===== src/rtl/filter_pkg.sv =====
// Shared types and defaults for the FIR coefficient-load path.
package filter_pkg;
  typedef enum logic [1:0] {
    S_IDLE,
    S_LOAD,
    S_DONE,
    S_WAIT_REL
  } load_state_t;

  localparam int TAP_DW        = 16;
  localparam int NTAPS_DEFAULT = 16;
endpackage


===== src/rtl/rr_arb2.sv =====
// Two-way round-robin arbiter: combinational grant, registered last-grant pointer.
module rr_arb2 (
  input  logic       clk,
  input  logic       reset,
  input  logic [1:0] req,
  input  logic       accept,
  output logic [1:0] grant
);
  // last = index of the most recent winner; reset value 1 favors requester 0
  logic last;

  always_comb begin
    grant = req;
    if (req == 2'b11) grant = last ? 2'b01 : 2'b10;
  end

  always_ff @(posedge clk) begin
    if (reset)                 last <= 1'b1;
    else if (accept && |req)   last <= grant[1];
  end
endmodule


===== src/rtl/tap_load_arbiter.sv =====
// Arbitrates two requesters and streams one coefficient bank into the FIR taps.
module tap_load_arbiter
  import filter_pkg::*;
#(
  parameter int NTAPS  = NTAPS_DEFAULT,
  parameter int DW     = TAP_DW,
  parameter int NBANKS = 4,
  localparam int BW    = $clog2(NBANKS),
  localparam int KW    = $clog2(NTAPS)
) (
  input  logic             i_clk,
  input  logic             i_reset,
  input  logic [1:0]       i_req,
  input  logic [BW-1:0]    i_bank0,
  input  logic [BW-1:0]    i_bank1,
  input  logic             i_ce,
  output logic             o_mem_rd,
  output logic [BW+KW-1:0] o_mem_addr,
  input  logic [DW-1:0]    i_mem_data,
  output logic             o_tap_wr,
  output logic [KW-1:0]    o_tap_idx,
  output logic [DW-1:0]    o_tap,
  output logic             o_ce,
  output logic             o_busy,
  output logic [1:0]       o_done
);
  localparam logic [KW:0] K_LAST = (KW+1)'(NTAPS);

  load_state_t   state, state_n;
  logic [KW:0]   k, k_n;
  logic [BW-1:0] bank, bank_n;
  logic          g, g_n;
  logic          accept;
  logic [1:0]    grant;

  rr_arb2 u_arb (
    .clk    (i_clk),
    .reset  (i_reset),
    .req    (i_req),
    .accept (accept),
    .grant  (grant)
  );

  always_ff @(posedge i_clk) begin
    if (i_reset) begin
      state <= S_IDLE;
      k     <= '0;
      bank  <= '0;
      g     <= 1'b0;
    end else begin
      state <= state_n;
      k     <= k_n;
      bank  <= bank_n;
      g     <= g_n;
    end
  end

  always_comb begin
    state_n = state;
    k_n     = k;
    bank_n  = bank;
    g_n     = g;
    accept  = 1'b0;
    case (state)
      S_IDLE: if (|i_req) begin
        accept  = 1'b1;
        g_n     = grant[1];
        bank_n  = grant[1] ? i_bank1 : i_bank0;
        k_n     = '0;
        state_n = S_LOAD;
      end
      // k runs one past the last read so the final read's data gets written
      S_LOAD: begin
        if (k == K_LAST) state_n = S_DONE;
        else             k_n     = k + (KW+1)'(1);
      end
      S_DONE: begin
        k_n     = '0;
        state_n = i_req[g] ? S_WAIT_REL : S_IDLE;
      end
      S_WAIT_REL: if (!i_req[g]) state_n = S_IDLE;
      default: state_n = S_IDLE;
    endcase
  end

  // Outputs are forced quiet while reset is held, even before the state clears.
  always_comb begin
    o_mem_rd   = !i_reset && state == S_LOAD && k != K_LAST;
    o_mem_addr = o_mem_rd ? {bank, k[KW-1:0]} : '0;
    o_tap_wr   = !i_reset && state == S_LOAD && k != '0;
    o_tap_idx  = o_tap_wr ? k[KW-1:0] - KW'(1) : '0;
    o_tap      = o_tap_wr ? i_mem_data : '0;
    o_busy     = !i_reset && (state == S_LOAD || state == S_DONE);
    o_done     = (!i_reset && state == S_DONE) ? (g ? 2'b10 : 2'b01) : 2'b00;
    o_ce       = i_ce & ~o_busy;
  end
endmodule


===== config.mk =====
export PLATFORM = sky130hd
export DESIGN_NAME = tap_load_arbiter
export DESIGN_NICKNAME = d
export VERILOG_FILES = /design/src/rtl/filter_pkg.sv /design/src/rtl/rr_arb2.sv /design/src/rtl/tap_load_arbiter.sv
export SDC_FILE = /design/constraint.sdc
export NUM_CORES = 1
export LEC_CHECK = 0
export CAP_MARGIN = 40
export CORE_MARGIN = 4
export CORE_UTILIZATION = 41
export CTS_BUF_LIST = sky130_fd_sc_hd__clkbuf_8
export CTS_CLUSTER_DIAMETER = 100
export CTS_CLUSTER_SIZE = 40
export DETAILED_ROUTE_END_ITERATION = 8
export HOLD_SLACK_MARGIN = 0.05
export PLACE_DENSITY = 0.87
export SLEW_MARGIN = 10
export SYNTH_ARGS = -nofsm -noshare
export SYNTH_HDL_FRONTEND = slang
export SYNTH_SLANG_ARGS = --single-unit

===== constraint.sdc =====
create_clock -name i_clk -period 2.75 [get_ports i_clk]
set_input_delay 0.275 -clock i_clk [delete_from_list [all_inputs] [get_ports i_clk]]
set_output_delay 0.275 -clock i_clk [all_outputs]
set_load 0.005 [all_outputs]

==> key figures, run 1 <==
Power and ir drop
  • Reg power frac: 27.1%
  • Internal power: around 0.00054 W
  • Pleak: 0.608 nW
  • Clk pwr share: 18.6%
  • Net Sw Frac: 37.1%
  • Net Switching: between 0.0003 and 0.0004 W
  • Combinational share of power: between 50% and 60%
  • Tot Pwr: 0.000855 W
  • Pwr Density: ~550 nW/um^2
  • VDD IR-drop max: 490 uV

Clock network
  • Root buf cell: clkbuf_8
  • Clk sink count: 11
  • Clock slew at reported path FFs: about 0.05 ns
  • Post-CTS Setup Bufs: 0
  • CTS tree: done
  • Clk buf depth: 2
  • Num CTS Buffers: 3
  • Worst-Skew Late Latency: 0.24 ns
  • Number of H-tree levels: 1

STA
  • Fin. Hold Viols: 0
  • Hold Slack: 0.513 ns
  • Slew Limit Fails: 0
  • Skew final: between 0.002 and 0.0025 ns
  • Slew @ Worst Pin: 0.505 ns
  • Slew HR: 65.9%
  • Setup TNS: 0 ns
  • RSZ-0062 raised after global routing: false
  • Max Fclk: 396 MHz
  • Tmin final: 2.52 ns
  • Crit share post-route: 91.8%
  • Final setup viols: 0

Global routing
  • First-pass GRT wire length: 4870 um
  • Vias in the first global route: about 1100
  • Initial antenna violation count: 0
  • Largest net degree at the start of global routing: 19
  • Global-route usage over all layers: about a fifth
  • Total gr overflow: 0

Final layout
  • Nets: 206
  • Share of cells above drive strength 1: 8.14%
  • Finished Cell Area: 1570 um^2
  • Area growth from synthesis to layout: 67.4%
  • Antenna diode count: 0

Logic synthesis
  • Compound-Gate Fraction of Synth Area: about an eighth
  • Mean Syn Cell Area: 8.07 um^2
  • Post-Synth XOR/XNOR Area: 1.87%
  • Post-synth EDFFs: 0
  • Distinct cell type count after synthesis: 40
  • Post-Synth Adder-Cell Area: a little over a tenth
  • Seq/Total Area, Yosys: approximately a quarter
  • Simple-gate share of the synthesized area: 40.9%
  • Syn Inst Count: ~120
  • Largest family of logic cells by synthesized area: simple AND/OR/NAND/NOR gates
  • Mapped Area: 936 um^2
  • Main synth FF type: dfxtp_1
  • Post-synth ARST share: 0%
  • Post-synthesis mux area share: 4.41%
  • Synthesis Warnings: 0
  • Yosys reg bits: 11
  • Syn nets: 149

Floorplanning
  • Die height: 55.8 um
  • Die area: between 3000 and 4000 um^2
  • Core area: 2190 um^2
  • Chip Width: 55.8 um
  • Rows: 17
  • IO Pins: 57
  • Starting density of the core: 42.7%

Placed design
  • Gpl congestion: 0.889
  • Cell Area, Placed: 1520 um^2
  • DP Wirelength: 2450 um
  • Port buffer count: 56

Critical path
  • CP Class: flop to primary output
  • Crit-path max cell delay: about 0.52 ns
  • Buf+Inv Stages, Crit Path: 4
  • Crit-path cells: inv_1 -> ha_2 -> inv_1 -> nor3_2 -> buf_4 -> and2_1 -> clkdlybuf4s50_1
  • Startpoint Class: flop
  • Worst EP required: roughly 2.5 ns
  • Critical Path Most Common Cell: inv_1
  • Largest delay contributor family on the critical path: buffers and inverters
  • Crit end category: primary output
  • Slowest cell on crit path: clkdlybuf4s50_1
  • Worst Path Arrival: 2.25 ns
  • CP max FO: 18

Routing
  • Drt wl/cell: ~15 um
  • ANT nets after route: 0
  • Vias/cell: a little over 5
  • Initial drt markers: 28
  • DR DRC count: 0
  • Vias: between 1000 and 1500
  • Routed WL: around 3000 um
  • Pre-antenna DRT Iters: 4

Outcome
  • Status: finished, final reports clean

Min path
  • Hold Path Class: flop to flop

Job
  • Max Cap Viol: 0
## path summary, 6_finish.rpt
check	endpoint	depth (start not counted)	slack (ns)	start
setup / recovery	o_tap[8]	7	0.23	state[1]
hold / removal	state[1]	2	0.51	state[1]
setup reg to reg	k[4]	6	0.85	state[0]
hold reg to reg	state[1]	2	0.51	state[1]
## area by class of cell
cell class,count,area [um^2]
clock buffer,3,41.3
sequential,11,220
timing repair buffer,58,576
multi-input combinational,93,668
fill,182,624
clock inverter,1,3.75
tap,28,35.0
inverter,6,22.5
## registers in the layout (all words and copies together) (netlist names)
signal and cells:
k 5, bank 2, state 2, g 1
u_arb.last 1
## power groups by stage
stage	sequential, W	combinational, W	clock, W
after detailed placement	0.000233	0.000458	0
final	0.000231	0.000465	0.000159
after CTS	0.000230	0.000462	0.000162
after floorplan	0.000223	0.000294	0
after global routing	0.000239	0.000514	0.000173
after global placement	0.000230	0.000439	0
## routing by layer
metal	routed length (um)	vias up	track usage, %	part of all wire, %
li1	-	515	-	-
met1	1150	482	19.5	39
met2	1590	41	38.2	54
met3	208	0	6.03	7.1
met4	0	0	4.86	0
met5	0	-	0	0
## synthesized netlist by cell type (3+ instances only)
master   number  area (um^2)
a21oi_1       6         30.0
and2_1       20          125
and3_1        4         25.0
buf_2         4         20.0
dfxtp_1      11          220
ha_1          8          100
inv_1         6         22.5
mux2i_1       3         30.0
nand2_1       5         18.8
nand3_1       4         20.0
nor2_1        7         26.3
nor3_1        3         15.0
nor4_1        3         18.8
o21ai_0       3         15.0
## what timing repair did
| action | CTS | global route |
|---|---|---|
| hold buffers | 0 | 0 |
| setup endpoints to repair | 0 | 3 |
| gates resized for setup | 0 | 1 |
## cell families (layout without fill, tap and decap cells)
group                    Yosys count  count (layout)
buffers and inverters             12              68
flip-flops                        11              11
AO/OA/AOI/OAI                     19              19
adder cells (fa/ha/maj)            8               8
multiplexers                       4               4
XOR/XNOR                           2               2
AND/OR/NAND/NOR                   60              60
## tightest hold or removal path: cells and delay by family, from the launching register on
kind | cells | cell delay (ns)
compound gates | 1 | 0.05
flops | 1 | 0.34
simple gates | 1 | 0.07
## metrics by stage
step | std cells | util, % | setup slack [ns]
after global placement | 196 | 69.3 | 0.481
after floorplan | 116 | - | 0.999
after detailed placement | 196 | 69.3 | 0.401
after global routing | 200 | 71.5 | 0.0895
final | 200 | 71.5 | 0.226
after CTS | 200 | 71.4 | 0.132
## placed cells by master (no fill, tap or decap), drive strengths merged, types with 2 or more instances in the layout
| cell | count |
|---|---|
| nor2b | 2 |
| inv | 7 |
| clkdlybuf4s50 | 56 |
| dfxtp | 11 |
| and2 | 20 |
| nor3 | 4 |
| ha | 8 |
| a21oi | 6 |
| nand2 | 5 |
| nor2 | 7 |
| or2 | 2 |
| a211oi | 2 |
| o21ai | 3 |
| nand3 | 4 |
| nor3b | 2 |
| mux2i | 3 |
| nor4 | 4 |
| buf | 2 |
| and3 | 4 |
| clkbuf | 3 |
Power figures use the tool's default switching activity.
==> run 2: changes to the inputs <==
--- a/config.mk
+++ b/config.mk
@@ -6,14 +6,17 @@
 export NUM_CORES = 1
 export LEC_CHECK = 0
 export CAP_MARGIN = 40
+export CELL_PAD_IN_SITES_DETAIL_PLACEMENT = 0
+export CELL_PAD_IN_SITES_GLOBAL_PLACEMENT = 2
+export CORE_ASPECT_RATIO = 1.2
 export CORE_MARGIN = 4
-export CORE_UTILIZATION = 41
+export CORE_UTILIZATION = 21
 export CTS_BUF_LIST = sky130_fd_sc_hd__clkbuf_8
 export CTS_CLUSTER_DIAMETER = 100
 export CTS_CLUSTER_SIZE = 40
 export DETAILED_ROUTE_END_ITERATION = 8
 export HOLD_SLACK_MARGIN = 0.05
-export PLACE_DENSITY = 0.87
+export PLACE_DENSITY_LB_ADDON = 0.1
 export SLEW_MARGIN = 10
 export SYNTH_ARGS = -nofsm -noshare
 export SYNTH_HDL_FRONTEND = slang
==> run 2 against run 1 <==
Effect of this change:
- non-clock buffer count is the same
- highest routed layer is now met4
- cell count grew 14%
- clock skew shrank 0.0011 ns
- critical path type unchanged
==> key figures, run 2 (synthesized netlist as in run 1, its figures left out) <==
STA
  • Setup TNS: 0 ns (unchanged)
  • Tmin final: 2.50 ns (was 2.52 ns)
  • Final setup viols: 0 (unchanged)
  • Final worst slack: 0.249 ns (was 0.226 ns)
  • Max Fclk: 400 MHz (was 396 MHz)
  • Slew HR: 69.0% (was 65.9%)
  • RSZ-0062 raised after global routing: false (unchanged)
  • Slew @ Worst Pin: 0.461 ns (was 0.505 ns)
  • Fin. Hold Viols: 0 (unchanged)
  • Slew Limit Fails: 0 (unchanged)
  • Crit share post-route: 91.0% (was 91.8%)
  • Skew final: 0.00129 ns (was 0.00243 ns)

Final layout
  • Share of cells above drive strength 1: 8.14% (unchanged)
  • FF/Latch Area: 220 um^2 (unchanged)
  • Antenna diode count: 0 (unchanged)
  • Max FFs per register: 5 (unchanged)
  • Filler cells: 478 (was 182)
  • Nets: 206 (unchanged)
  • Finished Cell Area: 1600 um^2 (was 1570 um^2)
  • Most common cell after layout, fill and taps aside: clkdlybuf4s50_1 (unchanged)
  • Area growth from synthesis to layout: 71.1% (was 67.4%)
  • Top flop regs: k (5), bank (2), state (2) (unchanged)
  • Layout Cells excl Fill: 228 (was 200)
  • Multi-input gate area: 668 um^2 (unchanged)
  • Commonest cells after routing, fill and taps aside: clkdlybuf4s50_1 (56), and2_1 (20), dfxtp_1 (11) (unchanged)
  • Biggest register: k (unchanged)

Critical path
  • CP max FO: 18 (unchanged)
  • Startpoint Class: flop (unchanged)
  • Crit end category: primary output (unchanged)
  • Crit Reg-Reg Startpoint: state[0] (unchanged)
  • Worst EP required: 2.48 ns (about the same)
  • CP Class: flop to primary output (unchanged)
  • Worst Path Arrival: 2.23 ns (was 2.25 ns)
  • Critical path launch point: state[1] (unchanged)

Job
  • Max Cap Viol: 0 (unchanged)

Placed design
  • Gpl congestion: 0.740 (was 0.889)
  • Pre-CTS setup slack: 0.394 ns (was 0.401 ns)
  • Port buffer count: 56 (unchanged)
  • DP Wirelength: 2660 um (was 2450 um)
  • Placed insts: 224 (was 196)
  • Cell Area, Placed: 1550 um^2 (was 1520 um^2)

Min path
  • Hold Path Class: flop to flop (unchanged)
  • Hold path start: bank[1] (was state[1])

Global routing
  • Largest net degree at the start of global routing: 19 (unchanged)
  • Total gr overflow: 0 (unchanged)
  • Global-route usage over all layers: 12.2% (was 19.5%)
  • Initial antenna violation count: 0 (unchanged)
  • First-pass GRT wire length: 5040 um (was 4870 um)
  • Vias in the first global route: 1000 (was 1069)

Floorplanning
  • Rows: 26 (was 17)
  • Die area: 5590 um^2 (was 3110 um^2)
  • Starting density of the core: 21.8% (was 42.7%)
  • IO Pins: 57 (unchanged)
  • Core area: 4290 um^2 (was 2190 um^2)
  • Die height: 81.1 um (was 55.8 um)
  • Chip Width: 68.9 um (was 55.8 um)

Clock network
  • Num CTS Buffers: 3 (unchanged)
  • Root buf cell: clkbuf_8 (unchanged)
  • Clk sink count: 11 (unchanged)
  • Hold Buf Count CTS: 0 (unchanged)
  • Number of H-tree levels: 1 (unchanged)
  • Worst-Skew Late Latency: 0.24 ns (about the same)
  • CTS tree: done (unchanged)
  • Clk buf depth: 2 (unchanged)
  • Clock slew at reported path FFs: 0.06 ns (was 0.05 ns)

Routing
  • Initial drt markers: 14 (was 28)
  • Vias/cell: 4.53 (was 5.19)
  • Pre-antenna DRT Iters: 4 (unchanged)
  • Drt wl/cell: 14.1 um (was 14.7 um)
  • ANT nets after route: 0 (unchanged)
  • Routed WL: 3210 um (was 2950 um)
  • DR DRC count: 0 (unchanged)
  • Vias: 1032 (was 1038)

Power and ir drop
  • VDD IR-drop max: 286 uV (was 490 uV)
  • Pwr Density: 534 nW/um^2 (was 546 nW/um^2)
  • Pleak: 0.608 nW (unchanged)
  • Tot Pwr: 0.000855 W (about the same)

Outcome
  • Status: finished, final reports clean (unchanged)
[run 2: cell counts in the layout (fill, tap and decap cells not counted)]
Identical to the previous run, type by type.
[run 2: power breakdown]
| part | internal [W] | switching [W] | leakage, nW | total [W] |
|---|---|---|---|---|
| Sequential | 0.000195 | 0.0000325 | 0.0901 | 0.000227 |
| Combinational | 0.000244 | 0.000217 | 0.491 | 0.000461 |
| Clock | 0.0000985 | 0.0000684 | 0.0269 | 0.000167 |
[run 2: cell type report]
class | instances | area share [%]
multi-input combinational | 93 | 41.7
sequential | 11 | 13.7
clock inverter | 1 | 0.234
tap | 56 | 4.37
clock buffer | 3 | 2.58
inverter | 6 | 1.41
timing repair buffer | 58 | 35.9
[run 2: worst max-delay path, cell delays in order (launching register included)]
cell	delay (ns)
dfxtp_1	0.34
inv_1	0.12
ha_2	0.29
inv_1	0.17
nor3_2	0.20
buf_4	0.21
and2_1	0.14
clkdlybuf4s50_1	0.52
[run 2: worst paths after layout]
kind / end / slack, ns / cells after the start
max: o_tap[3] / 0.25 / 7
min: bank[1] / 0.50 / 2
max reg2reg: k[4] / 0.85 / 6
min reg2reg: bank[1] / 0.50 / 2
[run 2: metrics by stage]
step	hold slack [ns]	utilization [%]
floorplan	0.456	-
global placement	0.487	36.2
detailed placement	0.499	36.2
CTS	0.507	37.2
global route	0.535	37.3
finish	0.498	37.3
[run 2: per-layer routing]
metal | global-route usage (%) | vias to the layer above | routed length (um)
met5 | 0 | - | 0
met4 | 4.87 | 0 | 47
met3 | 2.35 | 4 | 127
met2 | 24.8 | 30 | 1920
met1 | 11.4 | 484 | 1110
li1 | - | 514 | -
[run 2: timing repair]
action | in CTS | in global routing
endpoints found under the setup margin | 0 | 17
resized for setup | 0 | 1
hold endpoints to repair | 0 | 0
setup buffers | 0 | 0
